==> config.mk <==
export PLATFORM = sky130hd
export DESIGN_NAME = road_det_qualifier
export DESIGN_NICKNAME = d
export VERILOG_FILES = /design/src/rtl/road_det_qualifier.sv
export SDC_FILE = /design/constraint.sdc
export NUM_CORES = 1
export LEC_CHECK = 0
export ABC_AREA = 0
export CELL_PAD_IN_SITES_DETAIL_PLACEMENT = 0
export CELL_PAD_IN_SITES_GLOBAL_PLACEMENT = 2
export CORE_MARGIN = 3
export CORE_UTILIZATION = 31
export DETAILED_ROUTE_END_ITERATION = 16
export PLACE_DENSITY_LB_ADDON = 0.1
export SLEW_MARGIN = 10
export SYNTH_ARGS = -nofsm -noshare
export SYNTH_HDL_FRONTEND = slang
export SYNTH_SLANG_ARGS = --single-unit
==> constraint.sdc <==
create_clock -name clk -period 1.67 [get_ports clk]
set_input_delay 0.2505 -clock clk [delete_from_list [all_inputs] [get_ports clk]]
set_output_delay 0.2505 -clock clk [all_outputs]
set_load 0.01 [all_outputs]
==> src/rtl/road_det_qualifier.sv <==
// Vehicle-loop conditioner: synchronises and glitch-filters ROAD_DET, then derives presence,
// arrival pulses, a road-gap flag, a stuck-loop fault and a saturating arrival count.
module road_det_qualifier #(
  parameter int unsigned FILT_CYCLES  = 50000,
  parameter int unsigned GAP_CYCLES   = 150000,
  parameter int unsigned STUCK_CYCLES = 5000000,
  parameter int unsigned CNT_W        = 32
) (
  input  logic       clk,
  input  logic       nrst,
  input  logic       road_det,
  input  logic       count_clr,
  output logic       veh_present,
  output logic       veh_arrive,
  output logic       gap_out,
  output logic       det_fault,
  output logic [7:0] veh_count
);

  localparam logic [CNT_W-1:0] FILT_LAST  = CNT_W'(FILT_CYCLES - 1);
  localparam logic [CNT_W-1:0] GAP_LAST   = CNT_W'(GAP_CYCLES - 1);
  localparam logic [CNT_W-1:0] STUCK_LAST = CNT_W'(STUCK_CYCLES - 1);
  localparam logic [CNT_W-1:0] CNT_ONE    = CNT_W'(1);
  localparam logic [7:0]       COUNT_MAX  = 8'hFF;

  typedef enum logic [1:0] {
    ST_EMPTY_GAP = 2'd0,
    ST_EMPTY     = 2'd1,
    ST_PRESENT   = 2'd2,
    ST_FAULT     = 2'd3
  } state_e;

  // Two-flop synchroniser; sync_q[1] is the only version of road_det used downstream.
  logic [1:0]       sync_q, sync_d;
  logic             det_s;

  logic             det_f_q, det_f_d;
  logic [CNT_W-1:0] filt_cnt_q, filt_cnt_d;

  state_e           state_q, state_d;
  logic [CNT_W-1:0] gap_cnt_q, gap_cnt_d;
  logic [CNT_W-1:0] stuck_cnt_q, stuck_cnt_d;
  logic             arrive_d;
  logic [7:0]       count_q, count_d;

  logic             present_q, arrive_q, gap_q, fault_q;

  assign sync_d = {sync_q[0], road_det};
  assign det_s  = sync_q[1];

  always_comb begin
    det_f_d    = det_f_q;
    filt_cnt_d = filt_cnt_q;
    if (det_s == det_f_q) begin
      filt_cnt_d = '0;
    end else if (filt_cnt_q == FILT_LAST) begin
      det_f_d    = det_s;
      filt_cnt_d = '0;
    end else begin
      filt_cnt_d = filt_cnt_q + CNT_ONE;
    end
  end

  // The FSM reacts to the accepted level; while empty a high det_f is by construction a new rise.
  always_comb begin
    state_d     = state_q;
    gap_cnt_d   = gap_cnt_q;
    stuck_cnt_d = stuck_cnt_q;
    arrive_d    = 1'b0;
    case (state_q)
      ST_EMPTY_GAP: begin
        if (det_f_q) begin
          state_d     = ST_PRESENT;
          arrive_d    = 1'b1;
          stuck_cnt_d = '0;
        end
      end
      ST_EMPTY: begin
        if (det_f_q) begin
          state_d     = ST_PRESENT;
          arrive_d    = 1'b1;
          stuck_cnt_d = '0;
        end else if (gap_cnt_q == GAP_LAST) begin
          state_d = ST_EMPTY_GAP;
        end else begin
          gap_cnt_d = gap_cnt_q + CNT_ONE;
        end
      end
      ST_PRESENT: begin
        if (!det_f_q) begin
          state_d   = ST_EMPTY;
          gap_cnt_d = '0;
        end else if (stuck_cnt_q == STUCK_LAST) begin
          state_d = ST_FAULT;
        end else begin
          stuck_cnt_d = stuck_cnt_q + CNT_ONE;
        end
      end
      ST_FAULT: begin
        // Leaving FAULT always passes through EMPTY so a recovered loop must re-arrive.
        if (!det_f_q) begin
          state_d   = ST_EMPTY;
          gap_cnt_d = '0;
        end
      end
      default: begin
        state_d = ST_EMPTY_GAP;
      end
    endcase
  end

  always_comb begin
    count_d = count_q;
    if (count_clr) begin
      count_d = arrive_d ? 8'd1 : 8'd0;
    end else if (arrive_d && (count_q != COUNT_MAX)) begin
      count_d = count_q + 8'd1;
    end
  end

  always_ff @(posedge clk) begin
    if (!nrst) begin
      sync_q      <= '0;
      det_f_q     <= 1'b0;
      filt_cnt_q  <= '0;
      state_q     <= ST_EMPTY_GAP;
      gap_cnt_q   <= '0;
      stuck_cnt_q <= '0;
      count_q     <= '0;
      present_q   <= 1'b0;
      arrive_q    <= 1'b0;
      gap_q       <= 1'b1;
      fault_q     <= 1'b0;
    end else begin
      sync_q      <= sync_d;
      det_f_q     <= det_f_d;
      filt_cnt_q  <= filt_cnt_d;
      state_q     <= state_d;
      gap_cnt_q   <= gap_cnt_d;
      stuck_cnt_q <= stuck_cnt_d;
      count_q     <= count_d;
      present_q   <= (state_d == ST_PRESENT);
      arrive_q    <= arrive_d;
      gap_q       <= (state_d == ST_EMPTY_GAP);
      fault_q     <= (state_d == ST_FAULT);
    end
  end

  assign veh_present = present_q;
  assign veh_arrive  = arrive_q;
  assign gap_out     = gap_q;
  assign det_fault   = fault_q;
  assign veh_count   = count_q;

endmodule

==> results of run 1 <==
sequential cells by signal (all words and copies together), names as in the netlist:
name / flops
gap_out: 1
det_f_q: 1
det_fault: 1
veh_present: 1
gap_cnt_q: 32
sync_q: 2
veh_count: 8
veh_arrive: 1
stuck_cnt_q: 32
state_q: 2
filt_cnt_q: 32
cells in the mapped netlist, drive strengths merged (3+ instances only):
library cell / count / share of area [%]
and2: 11 / 1.3
o21ai: 10 / 0.96
nor4: 17 / 2.5
nor2b: 4 / 0.48
buf: 10 / 1.0
a21oi: 11 / 1.1
and3: 24 / 2.9
nand4: 31 / 3.7
nand2: 35 / 2.5
nand2b: 4 / 0.48
inv: 14 / 1.0
xnor2: 37 / 6.2
xor2: 50 / 8.4
nand3: 35 / 3.5
clkbuf: 11 / 0.80
nor4b: 3 / 0.51
mux2i: 5 / 0.96
nor2: 109 / 8.0
nor3: 18 / 1.7
or3: 8 / 0.96
ha: 4 / 0.96
dfxtp: 113 / 44
and4: 11 / 2.0
path summary, 6_finish.rpt:
check	startpoint	end	slack, ns
worst min register to register	sync_q[0]	sync_q[1]	0.45
worst max register to register	stuck_cnt_q[9]	stuck_cnt_q[26]	-0.16
worst min-delay path	sync_q[0]	sync_q[1]	0.45
worst max-delay path	stuck_cnt_q[9]	stuck_cnt_q[26]	-0.16
report_power, final:
group	total [mW]	internal (mW)	switching (mW)
combinational	0.104	0.0426	0.0610
sequential	2.70	2.69	0.00123
clock	3.86	2.60	1.27
worst max-delay path: stages, from the launching register on:
cell and delay [ns]:
dfxtp_2 0.33, and4_1 0.20, nand4_1 0.14, buf_6 0.14, o21ai_4 0.07, a211o_4 0.37
or3_4 0.39, a21oi_2 0.12
layout by cell type (no fill, tap or decap), types with 5 or more instances in the layout:
cell type | synthesis | final
nor3_2 | 0 | 6
inv_1 | 14 | 14
and3_4 | 0 | 5
nor3_1 | 18 | 5
or3_1 | 8 | 6
a21oi_2 | 1 | 5
a21oi_1 | 10 | 5
nand4_1 | 31 | 31
and2_1 | 11 | 10
and3_1 | 24 | 15
nand2_1 | 35 | 30
clkinv_2 | 0 | 6
dfxtp_1 | 113 | 81
clkdlybuf4s50_1 | 0 | 13
buf_6 | 0 | 14
mux2i_1 | 5 | 5
and4_1 | 9 | 6
o21ai_0 | 8 | 6
nor4_4 | 1 | 10
nor3_4 | 0 | 7
dfxtp_2 | 0 | 28
xnor2_1 | 37 | 36
xor2_1 | 50 | 49
nor2_4 | 1 | 20
nor4_2 | 1 | 5
nand3_2 | 1 | 9
nor2_1 | 108 | 73
buf_12 | 0 | 7
nor2_2 | 0 | 16
nand3_1 | 34 | 24
buf_4 | 2 | 157
clkbuf_16 | 0 | 18
cell type report:
type                       count  share of cell area [%]
sequential                   113                    27.2
clock inverter                11                    1.87
tap                          216                    3.18
clock buffer                  21                    5.54
timing repair buffer         196                    19.7
multi-input combinational    451                    41.9
inverter                      14                   0.619
timing repair:
item	in CTS	in global routing
gates cloned	3	1
pin swaps	70	68
endpoints found under the setup margin	88	102
resized for setup	118	108
hold buffers	0	0
setup buffers	9	7
per-layer routing:
metal	vias up	wire, um
met3	18	383
met4	0	191
met1	2327	6900
met5	-	0
met2	64	6670
li1	2486	-
kinds of logic after synthesis:
logic type | after synthesis | share of synthesized area, %
fa+ha+maj | 4 | 0.964
buf+inv | 35 | 2.84
mux | 5 | 0.964
simple gates | 316 | 31.6
flops | 113 | 43.6
xor+xnor | 87 | 14.7
compound gates | 39 | 5.40
==> flow_metrics.env, run 1 <==
export IMPL_netlist_instances=599
export IMPL_finalSetupViolCount=57
export IMPL_timing_final_crit_share_pct=110
export IMPL_finalHoldViolations=0
export IMPL_arrival_ns=2.18
export IMPL_multiInputGateArea_um2=3560
export IMPL_die_x_um=135
export IMPL_ys_ff_latch=113
export IMPL_die_area_um2=18300
export IMPL_io_pins=16
export IMPL_layout_setup_ws_ns=-0.165
export IMPL_diodes=0
export IMPL_ir_drop_mv=0.733
export IMPL_gp_congestion=0.818
export IMPL_routed_via_density=4.79
export IMPL_ant_nets=0
export IMPL_core_area_um2=16100
export IMPL_grt_pass1_vias=4843
export IMPL_placed_area_um2=6800
export IMPL_status="finished with violations"
export IMPL_critPathKind="flip-flop to flip-flop"
export IMPL_finClkSkew_ns=0.00850
export IMPL_initial_utilization_pct=32.2
export IMPL_setup_tns_ns=-5.47
export IMPL_route_detailed_drc=0
export IMPL_yosysSeqAreaShare_pct=43.6
export IMPL_grtUsageMet2_pct=25.9
export IMPL_synthesis_area_um2=5190
export IMPL_crit_required_ns=2.02
export IMPL_insertion_delay_ns=0.42
export IMPL_ys_flop_type="dfxtp_1"
export IMPL_fin_util_pct=52.7
export IMPL_crit_fanout=6
export IMPL_dr_pass1_iters=4
export IMPL_maxCapViolCount=0
export IMPL_hold_class="flip-flop to flip-flop"
export IMPL_overflow=0
export IMPL_worst_slew_pin_slew_ns=0.364
export IMPL_die_h_um=135
export IMPL_root_buffer="clkbuf_16"
export IMPL_cts_tree="built"
export IMPL_post_place_ws_ns=-0.329
export IMPL_wl_um=14100
export IMPL_avgSynthCellArea_um2=8.67
export IMPL_register_area_um2=2310
export IMPL_async_reset_ff_share_pct=0
export IMPL_nets=801
export IMPL_p_leak_nw=3.32
export IMPL_met1_usage_pct=21.1
export IMPL_io_buffer_count=15
export IMPL_p_per_area_nw_per_um2=785
export IMPL_via_count=4895
export IMPL_std_cell_rows=46
export IMPL_slew_headroom_pct=75.6
export IMPL_clock_sinks=113
export IMPL_critPathLaunchType="flip-flop"
export IMPL_drive_gt1_share_pct=45.8
export IMPL_gr_usage_met3_pct=3.83
export IMPL_fill_cells=1509
export IMPL_fin_area_um2=8490
export IMPL_period_needed_ns=1.83
export IMPL_drv_slew=0
export IMPL_reg2reg_depth=7
export IMPL_rsz0062_at_grt="true"
export IMPL_clkTransAtPathRegs_ns=0.05
export IMPL_wl_per_cell_um=13.8
export IMPL_grt_max_degree=18
export IMPL_violations="setup timing"
export IMPL_h_tree_depth=4
export IMPL_busiest_layer="met2"
export IMPL_layout_cells_non_filler=1022
export IMPL_syn_nets=607
export IMPL_max_freq_ghz=0.545
export IMPL_cp_end_kind="flip-flop"
export IMPL_yosysUniqueCellTypes=52
export IMPL_clockBufferDepth=2
export IMPL_antenna_found_initial=0
export IMPL_placed_cells=971
export IMPL_holdWs_ns=0.447
export IMPL_grtUsageTotal_pct=16.1
export IMPL_grt_pass1_wl_um=23600
export IMPL_area_growth_pct=63.5
export IMPL_yosys_warnings=0
export IMPL_holdPathStages=1
export IMPL_dr_first_iter_drc_count=196
export IMPL_dp_hpwl_um=9700
export IMPL_total_power_mw=6.66
export IMPL_synth_edf_count=0
export IMPL_cts_buffers_inserted=17
Note: power is estimated with default switching activity, not from simulation.
==> run 2: changes to the inputs <==
--- a/config.mk
+++ b/config.mk
@@ -5,11 +5,11 @@
 export SDC_FILE = /design/constraint.sdc
 export NUM_CORES = 1
 export LEC_CHECK = 0
-export ABC_AREA = 0
+export ABC_AREA = 1
 export CELL_PAD_IN_SITES_DETAIL_PLACEMENT = 0
 export CELL_PAD_IN_SITES_GLOBAL_PLACEMENT = 2
 export CORE_MARGIN = 3
-export CORE_UTILIZATION = 31
+export CORE_UTILIZATION = 30
 export DETAILED_ROUTE_END_ITERATION = 16
 export PLACE_DENSITY_LB_ADDON = 0.1
 export SLEW_MARGIN = 10
==> run 2 against run 1 <==
  * The flow still finishes with violations (setup timing)
  * Area after synthesis rose by 31%
  * Global-route usage rose by 2.2 points
  * Core utilization fell by 7.5 points
  * Via count rose by 52%
  * Worst setup slack improved by 0.12 ns
  * Fmax rose by 6.9%
  * Power fell by 6.9%
  * Hold slack got worse by 0.086 ns
  * First-iteration DRC count rose by 120%
==> flow_metrics.env, run 2 <==
export IMPL_io_buffer_count=15
export IMPL_ant_nets=0
export IMPL_std_cell_rows=54
export IMPL_ys_flop_type="dfxtp_1"
export IMPL_worst_slew_pin_slew_ns=0.539
export IMPL_hold_class="input port to flip-flop"
export IMPL_biggestRegsByFlops="filt_cnt_q (32), gap_cnt_q (32), stuck_cnt_q (32)"
export IMPL_finalHoldViolations=0
export IMPL_area_growth_pct=46.9
export IMPL_crit_required_ns=2.03
export IMPL_routed_via_density=4.60
export IMPL_synth_compound_area_share_pct=5.69
export IMPL_dr_pass1_iters=5
export IMPL_drive_gt1_share_pct=27.4
export IMPL_wl_per_cell_um=14.2
export IMPL_yosys_area_share_simple_pct=46.8
export IMPL_layout_common_cells="334 x nand2_1, 237 x nor2_1, 132 x buf_4"
export IMPL_total_power_mw=6.20
export IMPL_worstHoldStart="road_det"
export IMPL_route_detailed_drc=0
export IMPL_ys_ff_latch=113
export IMPL_synth_area_leaders="dfxtp_1 33%, nand2_1 20%, nor2_1 15%"
export IMPL_gp_congestion=0.852
export IMPL_placed_cells=1558
export IMPL_hold_buffers=0
export IMPL_dp_hpwl_um=16000
export IMPL_drv_slew=0
export IMPL_nets=1332
export IMPL_synth_commonest_cells="364 x nand2_1, 279 x nor2_1, 113 x dfxtp_1, 109 x inv_1, 89 x nand3_1"
export IMPL_fin_util_pct=45.2
export IMPL_status="finished with violations"
export IMPL_r2r_slack_ns=-0.05
export IMPL_diodes=0
export IMPL_insertion_delay_ns=0.43
export IMPL_die_area_um2=24400
export IMPL_cp_end_kind="flip-flop"
export IMPL_crit_fanout=3
export IMPL_p_leak_nw=3.97
export IMPL_ir_drop_mv=0.633
export IMPL_layout_cells_non_filler=1617
export IMPL_grt_max_degree=43
export IMPL_setup_tns_ns=-0.441
export IMPL_syn_nets=1155
export IMPL_overflow=0
export IMPL_placed_area_um2=8270
export IMPL_wl_um=22900
export IMPL_synth_top_cell_by_area="dfxtp_1"
export IMPL_synth_mux_area_share_pct=0
export IMPL_reg2reg_depth=13
export IMPL_holdPathStages=3
export IMPL_violations="setup timing"
export IMPL_dr_first_iter_drc_count=423
export IMPL_core_area_um2=22000
export IMPL_fin_area_um2=9950
export IMPL_reg2reg_to="stuck_cnt_q[26]"
export IMPL_slew_headroom_pct=64.0
export IMPL_finalSetupViolCount=22
export IMPL_initial_utilization_pct=30.8
export IMPL_async_reset_ff_share_pct=0
export IMPL_die_h_um=156
export IMPL_reg2reg_from="stuck_cnt_q[1]"
export IMPL_via_count=7446
export IMPL_yosys_warnings=0
export IMPL_critPathLaunchType="flip-flop"
export IMPL_synth_edf_count=0
export IMPL_die_x_um=156
export IMPL_layout_setup_ws_ns=-0.0468
export IMPL_rsz0062_at_grt="true"
export IMPL_layout_commonest_cell="nand2_1"
export IMPL_synth_top_family_by_area="simple AND/OR/NAND/NOR gates"
export IMPL_cts_buffers_inserted=17
export IMPL_avgSynthCellArea_um2=5.91
export IMPL_worst_hold_path_endpoint="sync_q[0]"
export IMPL_timing_final_crit_share_pct=103
export IMPL_clockBufferDepth=2
export IMPL_maxCapViolCount=0
export IMPL_synthMostInstantiatedCell="nand2_1"
export IMPL_antenna_found_initial=0
export IMPL_synth_top_area_share_pct=33.4
export IMPL_netlist_instances=1147
export IMPL_finClkSkew_ns=0.0141
export IMPL_yosysSeqAreaShare_pct=33.4
export IMPL_h_tree_depth=4
export IMPL_clock_sinks=113
export IMPL_root_buffer="clkbuf_16"
export IMPL_clkTransAtPathRegs_ns=0.06
export IMPL_synth_adder_area_share_pct=0.739
export IMPL_grtUsageTotal_pct=18.3
export IMPL_io_pins=16
export IMPL_synth_xor_area_share_pct=4.78
export IMPL_critPathKind="flip-flop to flip-flop"
export IMPL_arrival_ns=2.07
export IMPL_period_needed_ns=1.72
export IMPL_grt_pass1_wl_um=35700
export IMPL_cts_tree="built"
export IMPL_yosysUniqueCellTypes=29
export IMPL_synthesis_area_um2=6780
export IMPL_grt_pass1_vias=7148
export IMPL_fill_cells=2376
export IMPL_p_per_area_nw_per_um2=623
export IMPL_max_freq_ghz=0.582
==> run 2: changes by cell type after synthesis, moves of 22 or more <==
| cell | delta |
|---|---|
| nand2_1 | +329 |
| nor2_1 | +171 |
| xor2_1 | -28 |
| a21oi_1 | +49 |
| and3_1 | -24 |
| nand3_1 | +55 |
| nand4_1 | -24 |
| inv_1 | +95 |
| xnor2_1 | -22 |
==> run 2: timing repair <==
action,CTS,global route
gates cloned,2,12
setup buffers,4,11
setup endpoints to repair,68,107
pin swaps,14,50
gates resized for setup,40,184
==> run 2: logic make-up (layout without fill, tap and decap cells) <==
family                     Yosys count  count (layout)
buffers and inverters              137             322
and+or+nand+nor                    783             788
DFF                                113             113
xor gates and xnor gates            37              37
AOI/OAI and AO/OA                   73              73
adders and majority gates            4               4
==> run 2: layout make-up <==
type / count / area, um2 / area share, %
Sequential cell: 113 / 2290 / 23.0
Timing Repair Buffer: 177 / 1640 / 16.5
Timing Repair inverter: 1 / 11.3 / 0.113
Clock inverter: 15 / 113 / 1.13
Clock buffer: 17 / 425 / 4.27
Inverter: 112 / 428 / 4.30
Multi-Input combinational cell: 902 / 4700 / 47.2
Tap cell: 280 / 350 / 3.52
==> run 2: critical path: stages (launching register included) <==
cell and delay [ns]:
dfxtp_2 0.36, ha_4 0.15, nand2_4 0.06, nor2_4 0.10
buf_4 0.14, nand2_2 0.08, nor2_4 0.23, buf_4 0.16
nand2_1 0.05, nand2_1 0.06, nand3_1 0.06, nor2_1 0.11
nor2_1 0.05, nor2_1 0.07
==> run 2: routing by layer <==
layer | GRT usage, % | wire, um | up-vias
met5 | 0 | 0 | -
met4 | 5.00 | 256 | 0
met3 | 3.48 | 745 | 13
met2 | 28.8 | 10100 | 98
met1 | 25.7 | 11800 | 3388
li1 | - | - | 3947
==> run 2: through the flow <==
stage	setup WS (ns)	hold WS, ns
2_1_floorplan	0.00906	0.348
6_report	-0.0468	0.361
4_1_cts	-0.0822	0.338
3_5_place_dp	-0.161	0.405
5_1_grt	-0.168	0.374
3_3_place_gp	-0.149	0.407
==> run 2: how the worst max path moves through the flow <==
stage / startpoint / end
6_report: stuck_cnt_q[1] / stuck_cnt_q[26]
5_1_grt: stuck_cnt_q[10] / stuck_cnt_q[26]
4_1_cts: stuck_cnt_q[1] / stuck_cnt_q[28]
3_5_place_dp: gap_cnt_q[7] / gap_cnt_q[4]
3_3_place_gp: gap_cnt_q[7] / gap_cnt_q[6]
2_1_floorplan: filt_cnt_q[0] / filt_cnt_q[15]
==> run 2: power by group <==
part	switching, mW	internal (mW)	total (mW)
registers	0.00262	2.70	2.70
clock network	1.48	1.90	3.38
logic	0.0739	0.0479	0.122
==> run 3: changes to the inputs <==
--- a/config.mk
+++ b/config.mk
@@ -12,6 +12,7 @@
 export CORE_UTILIZATION = 30
 export DETAILED_ROUTE_END_ITERATION = 16
 export PLACE_DENSITY_LB_ADDON = 0.1
+export RECOVER_POWER = 25
 export SLEW_MARGIN = 10
 export SYNTH_ARGS = -nofsm -noshare
 export SYNTH_HDL_FRONTEND = slang
==> run 3 against run 2 <==
  * The flow still finishes with violations (setup timing)
  * Final area decreased by 0.18%
  * Worst setup slack better by 0.00082 ns
  * Wire length increased by 0.17%
  * Final cell count stayed put
  * Hold slack improved by 0.0025 ns
  * Register-to-register slack about the same
  * Via count is 0.16% higher
  * Critical endpoint is now stuck_cnt_q[30]
  * Largest power group unchanged
==> flow_metrics.env, run 3 (same netlist as run 2, synthesis figures left out) <==
export IMPL_grt_pass1_vias=7148
export IMPL_layout_common_cells="334 x nand2_1, 237 x nor2_1, 128 x buf_4"
export IMPL_rsz0062_at_grt="true"
export IMPL_fill_cells=2383
export IMPL_h_tree_depth=4
export IMPL_cpLargestDelayFamily="simple AND/OR/NAND/NOR gates"
export IMPL_diodes=0
export IMPL_area_growth_pct=46.6
export IMPL_cts_tree="built"
export IMPL_worstHoldStart="road_det"
export IMPL_top_layer_used="met4"
export IMPL_nets=1332
export IMPL_placed_area_um2=8270
export IMPL_fin_util_pct=45.1
export IMPL_initial_utilization_pct=30.8
export IMPL_gp_congestion=0.852
export IMPL_crit_fanout=3
export IMPL_dr_first_iter_drc_count=446
export IMPL_placed_cells=1558
export IMPL_worst_hold_path_endpoint="sync_q[0]"
export IMPL_clockBufferDepth=2
export IMPL_reg2reg_depth=14
export IMPL_crit_path_top_delay_cell="dfxtp_2"
export IMPL_p_per_area_nw_per_um2=624
export IMPL_slew_headroom_pct=63.9
export IMPL_routed_via_density=4.61
export IMPL_finalHoldViolations=0
export IMPL_layout_commonest_cell="nand2_1"
export IMPL_layout_setup_ws_ns=-0.0460
export IMPL_ir_drop_mv=0.635
export IMPL_insertion_delay_ns=0.43
export IMPL_holdWs_ns=0.364
export IMPL_worstPathCellList="ha_4 > nand2_4 > nor2_4 > buf_4 > buf_4 > nand2_1 > nor2_1 > buf_4 > nand2_1 > nand2_1 > nand3_1 > nor2_1 > nor2_1 > nor2_1"
export IMPL_fin_area_um2=9930
export IMPL_crit_required_ns=2.03
export IMPL_critPathKind="flip-flop to flip-flop"
export IMPL_total_power_mw=6.20
export IMPL_violations="setup timing"
export IMPL_setup_tns_ns=-0.456
export IMPL_dp_hpwl_um=16000
export IMPL_status="finished with violations"
export IMPL_die_x_um=156
export IMPL_holdPathStages=3
export IMPL_critPathLaunchType="flip-flop"
export IMPL_post_place_ws_ns=-0.161
export IMPL_timing_final_crit_share_pct=103
export IMPL_worst_slew_pin_slew_ns=0.541
export IMPL_dr_wl_met2_um=10100
export IMPL_reg2reg_from="stuck_cnt_q[1]"
export IMPL_r2r_slack_ns=-0.05
export IMPL_routed_wl_met3_um=833
export IMPL_hold_class="input port to flip-flop"
export IMPL_clock_sinks=113
export IMPL_wl_met1_um=11800
export IMPL_layout_cells_non_filler=1617
export IMPL_critPathBufInv=3
export IMPL_io_buffer_count=15
export IMPL_wl_per_cell_um=14.2
export IMPL_finClkSkew_ns=0.0142
export IMPL_via_count=7458
export IMPL_finalSetupViolCount=26
export IMPL_p_leak_nw=3.94
export IMPL_cts_buffers_inserted=17
export IMPL_drive_gt1_share_pct=27.2
export IMPL_biggestRegsByFlops="filt_cnt_q (32), gap_cnt_q (32), stuck_cnt_q (32)"
export IMPL_grt_pass1_wl_um=35700
export IMPL_die_area_um2=24400
export IMPL_grtUsageTotal_pct=18.3
export IMPL_drv_slew=0
export IMPL_crit_top_cell="nor2_1"
export IMPL_cp_end_kind="flip-flop"
export IMPL_crit_path_max_incr_delay_ns=0.36
export IMPL_max_freq_ghz=0.583
export IMPL_clkTransAtPathRegs_ns=0.06
export IMPL_dr_pass1_iters=7
export IMPL_arrival_ns=2.07
export IMPL_ant_nets=0
export IMPL_root_buffer="clkbuf_16"
export IMPL_io_pins=16
export IMPL_maxCapViolCount=0
export IMPL_overflow=0
export IMPL_period_needed_ns=1.72
export IMPL_std_cell_rows=54
export IMPL_cp_depth=14
export IMPL_wl_um=22900
export IMPL_reg2reg_to="stuck_cnt_q[30]"
export IMPL_die_h_um=156
export IMPL_route_detailed_drc=0
export IMPL_antenna_found_initial=0
export IMPL_grt_max_degree=43
export IMPL_core_area_um2=22000
[run 3: final cells by class]
| class | count | area [um2] | share of cell area (%) |
|---|---|---|---|
| repair buffers | 177 | 1620 | 16.3 |
| clock buffers | 17 | 425 | 4.28 |
| multi-input cells | 902 | 4700 | 47.3 |
| well taps | 280 | 350 | 3.53 |
| clock inverters | 15 | 113 | 1.13 |
| flip-flops and latches | 113 | 2290 | 23.0 |
| inverters | 112 | 428 | 4.31 |
| repair inverters | 1 | 11.3 | 0.113 |
[run 3: per-layer routing]
| metal | track usage [%] | vias up |
|---|---|---|
| met5 | 0 | - |
| li1 | - | 3944 |
| met2 | 28.8 | 105 |
| met4 | 5.00 | 0 |
| met1 | 25.7 | 3395 |
| met3 | 3.48 | 14 |
[run 3: worst register-to-register path: stages (launching register included)]
cell	delay (ns)
dfxtp_2	0.36
ha_4	0.15
nand2_4	0.06
nor2_4	0.09
buf_4	0.14
buf_4	0.11
nand2_1	0.09
nor2_1	0.11
buf_4	0.14
nand2_1	0.05
nand2_1	0.06
nand3_1	0.07
nor2_1	0.10
nor2_1	0.04
nor2_1	0.07
[run 3: worst max-delay path by stage]
| stage | to | startpoint | slack, ns |
|---|---|---|---|
| global route | stuck_cnt_q[26] | stuck_cnt_q[10] | -0.17 |
| finish | stuck_cnt_q[30] | stuck_cnt_q[1] | -0.05 |
| global placement | gap_cnt_q[6] | gap_cnt_q[7] | -0.15 |
| CTS | stuck_cnt_q[28] | stuck_cnt_q[1] | -0.08 |
| floorplan | filt_cnt_q[15] | filt_cnt_q[0] | 0.009 |
| detailed placement | gap_cnt_q[4] | gap_cnt_q[7] | -0.16 |
[run 3: timing repair]
item / in CTS / in global routing
gates resized for setup: 40 / 184
hold endpoints to repair: 0 / 0
hold buffers: 0 / 0
buffers inserted: 4 / 11
pin swaps: 14 / 50
endpoints found under the setup margin: 68 / 107
gates cloned: 2 / 12
[run 3: power breakdown]
part	internal (mW)	total (mW)	switching, mW
combinational	0.0463	0.121	0.0743
clock	1.90	3.38	1.47
sequential	2.70	2.70	0.00259
